### src/rtl/pipe_skid_reg.sv
// Two-entry pipeline register with a skid slot: a main register drives dout,
// and a skid register absorbs one extra beat when downstream stalls.
module pipe_skid_reg #(
    parameter int DW = 32,
    parameter int CW = 16
) (
    input  logic          clk,
    input  logic          rst,
    input  logic          flush,
    input  logic          clr,
    input  logic          in_valid,
    output logic          in_ready,
    input  logic [DW-1:0] din,
    output logic          out_valid,
    input  logic          out_ready,
    output logic [DW-1:0] dout,
    output logic [1:0]    occ,
    output logic [CW-1:0] stall_cnt
);

    typedef enum logic [1:0] {
        EMPTY = 2'd0,
        BUSY  = 2'd1,
        FULL  = 2'd2
    } state_t;

    state_t        state;
    logic [DW-1:0] main_q;
    logic [DW-1:0] skid_q;
    logic          acc_in;
    logic          acc_out;

    // in_ready stays combinational so a flush or reset blocks the beat in the same cycle
    assign in_ready  = !rst && !flush && (state != FULL);
    assign out_valid = (state != EMPTY);
    assign occ       = state;
    assign dout      = main_q;
    assign acc_in    = in_valid && in_ready;
    assign acc_out   = out_valid && out_ready;

    always_ff @(posedge clk or posedge rst) begin
        if (rst) begin
            state  <= EMPTY;
            main_q <= '0;
            skid_q <= '0;
        end else if (flush) begin
            state <= EMPTY;
        end else begin
            case (state)
                EMPTY: begin
                    if (acc_in) begin
                        main_q <= din;
                        state  <= BUSY;
                    end
                end
                BUSY: begin
                    if (acc_in && acc_out) begin
                        main_q <= din;
                    end else if (acc_in) begin
                        skid_q <= din;
                        state  <= FULL;
                    end else if (acc_out) begin
                        state <= EMPTY;
                    end
                end
                FULL: begin
                    if (acc_out) begin
                        main_q <= skid_q;
                        state  <= BUSY;
                    end
                end
                default: state <= EMPTY;
            endcase
        end
    end

    // Back-pressure counter saturates at all-ones; clear wins over increment
    always_ff @(posedge clk or posedge rst) begin
        if (rst) begin
            stall_cnt <= '0;
        end else if (clr) begin
            stall_cnt <= '0;
        end else if (out_valid && !out_ready && (stall_cnt != {CW{1'b1}})) begin
            stall_cnt <= stall_cnt + 1'b1;
        end
    end

endmodule

### config.mk
export PLATFORM = sky130hd
export DESIGN_NAME = pipe_skid_reg
export DESIGN_NICKNAME = d
export VERILOG_FILES = /design/src/rtl/pipe_skid_reg.sv
export SDC_FILE = /design/constraint.sdc
export NUM_CORES = 1
export LEC_CHECK = 0
export ABC_AREA = 1
export BUFFER_PORTS_ARGS = -buffer_cell sky130_fd_sc_hd__buf_4
export CAP_MARGIN = 40
export CORE_AREA = 2 2 88 90
export DETAILED_ROUTE_END_ITERATION = 6
export DIE_AREA = 0 0 90 92
export PLACE_DENSITY = 0.78
export SYNTH_ARGS = -nofsm -noshare
export SYNTH_HDL_FRONTEND = slang
export SYNTH_SLANG_ARGS = --single-unit
### constraint.sdc
create_clock -name clk -period 3.8 [get_ports clk]
set_input_delay 0.76 -clock clk [delete_from_list [all_inputs] [get_ports clk]]
set_output_delay 0.76 -clock clk [all_outputs]
set_load 0.1 [all_outputs]
==> metrics <==
Layout Nets 592; Slew Viols, Final 0; number of antenna diodes 0; Syn Nets 506; cts hold-fix bufs 0; Die W 90 um; status complete, no violations; post-synth cell types 26; worst vdd ir 0.653 mV; Critical-path top delay cell dfrtp_1; CP arrival between 1.5 and 2 ns; post-synth top area cell dfrtp_1; PD cells ~800 mW/mm^2; vias 3409; # clock sinks 82; Clock Path Buffers 2; die area between 0.008 and 0.009 sq mm; register area ~0.0021 sq mm; min Tclk post-route roughly 2.5 ns; r2r setup slk between 1 and 1.5 ns; #FFs+latches synth 82; initial core utilization 0.523; vias in the first global route between 3000 and 4000; Yosys top cell area share 0.527; Hold Crit Class input pin to asynchronous set/reset pin; RSZ-0062 raised after global routing false; Ys Warns 0; Max Fclk 395 MHz; FILL cells ~630; Lkg Pwr approximately 2.7 nW; DRC errors left 0; Reg clk slew, reported paths 0.09 ns; row count 32; initial antenna violation count 0; Die Height 92 um; ANT nets after route 0; Setup TNS 0 ns; Routability Congestion 0.904; worst-path maximum fanout 27; Fin. Hold Viols 0; Max-Cap Viols 0; final setup vio count 0; commonest cells after routing, fill and taps aside nand2_1 (188), buf_4 (92), dfrtp_1 (82), o21ai_1 (33), inv_1 (25); total gr overflow 0; CTS Buf Count 9; share of cells above drive strength 1 0.222; RR Endpoint skid_q[20]; CP peak stage delay 0.45 ns; top cells by area, synth dfrtp_1 (53%), nand2_1 (18%), mux2i_1 (6.2%); Detailed Route WL 9110 um; Worst Clk Skew 0.0104 ns; Crit path top cell by count inv_2; commonest non-fill, non-tap cell in the layout nand2_1; Required @ worst endpoint 3.04 ns; first-iteration detailed-routing DRC count around 160; mapped cell area 0.00390 sq mm; via density per instance 5.17; I/O Buffers 89; post-CTS sizing 0; H-tree levels 3; WL/cell 13.8 um; multi-input logic area 0.00164 sq mm; Setup Crit Path Kind register to primary output; CTS tree yes; Layout Utilization 0.658; postcts setup bufs 0; Reg2Reg Launch Point occ[0]; worst-case reg-to-reg path depth 8; area delta synth->final 25.7%; All-Layer GR Usage 0.232; global-route wire length before repair ~15000 um; Worst Max-Slew Pin Slew 0.663 ns; final worst-path cycle share 0.666; HPWL Detailed 6310 um; first drt pass iteration count 4; Clock Tree Root clkbuf_8; CP startpoint kind register; crit-path cells inv_2, nand2_4, nand2_1, inv_2, buf_4; Mapped Cells 467; max_slew headroom 0.557; Skew-Pair Late Insertion Delay 0.35 ns; syn avg cell area 8.34 sq um; element type at the critical path end primary output; Ports 90; core area 0.00745 sq mm; pin count of the biggest net entering global routing 45; sequential area share after synthesis 0.527
==> cell families after synthesis <==
logic type | count (synthesis) | synth area share
compound gates | 56 | 0.0748
simple gates | 252 | 0.272
flops | 82 | 0.527
mux | 24 | 0.0617
buf+inv | 48 | 0.0523
fa+ha+maj | 1 | 0.00321
xor+xnor | 4 | 0.00899
==> sequential cells by signal, summed over array words and instances, names as in the netlist <==
name	count
skid_q	32
dout	32
stall_cnt	16
occ	2
==> cell type report <==
cell class                 instances  share of cell area
clock inverter                     7              0.0258
timing repair buffer              93               0.145
tap                              102              0.0261
multi-input combinational        337               0.335
sequential                        82               0.419
clock buffer                       9              0.0253
inverter                          30              0.0232
==> routing by layer <==
layer | GRT usage | up-vias | wire, um
li1 | - | 1678 | -
met1 | 0.292 | 1602 | 3850
met2 | 0.382 | 106 | 4460
met3 | 0.0518 | 23 | 580
met4 | 0.112 | 0 | 228
met5 | 0 | - | 0
==> power breakdown <==
group	internal (W)	leakage [nW]	switching, W
clock network	0.000443	0.122	0.000333
logic	0.000373	1.50	0.00148
registers	0.00115	1.05	0.000164
==> worst max-delay path: cells and delay by family (launching register included) <==
| kind | cells | cell delay [ns] |
|---|---|---|
| AND/OR/NAND/NOR | 2 | 0.49 |
| buffers and inverters | 3 | 0.48 |
| flip-flops | 1 | 0.45 |
==> Yosys cell counts (all sizes together) <==
cell       n
nand4     17
nor2      28
o21ai     51
o2111ai    1
nand3     13
nand2    190
buf       14
o21bai     2
inv       30
dfrtp     82
ha         1
a21oi      1
mux2i     24
nand3b     2
xor2       4
or2        2
a21boi     1
clkbuf     4
==> worst max path at each step <==
stage | startpoint | endpoint | slack (ns) | cells after the start
2_1_floorplan | rst | dout[0] | 0.93 | 1
3_3_place_gp | flush | dout[3] | 1.35 | 7
3_5_place_dp | flush | skid_q[20] | 1.35 | 8
4_1_cts | occ[0] | in_ready | 1.26 | 5
5_1_grt | occ[0] | in_ready | 1.14 | 5
6_report | occ[0] | in_ready | 1.27 | 5
==> metrics by stage <==
stage	cell area (sq um)	hold slack [ns]	std cells	setup slack, ns	power (W)
6_report	4900	0.485	660	1.27	0.00394
5_1_grt	4900	0.514	660	1.14	0.00411
4_1_cts	4900	0.488	660	1.26	0.00396
3_5_place_dp	4650	0.465	644	1.35	0.00318
3_3_place_gp	4630	0.460	643	1.35	0.00313
2_1_floorplan	3900	0.448	467	0.932	0.00275
Note: power is estimated with default switching activity, not from simulation.
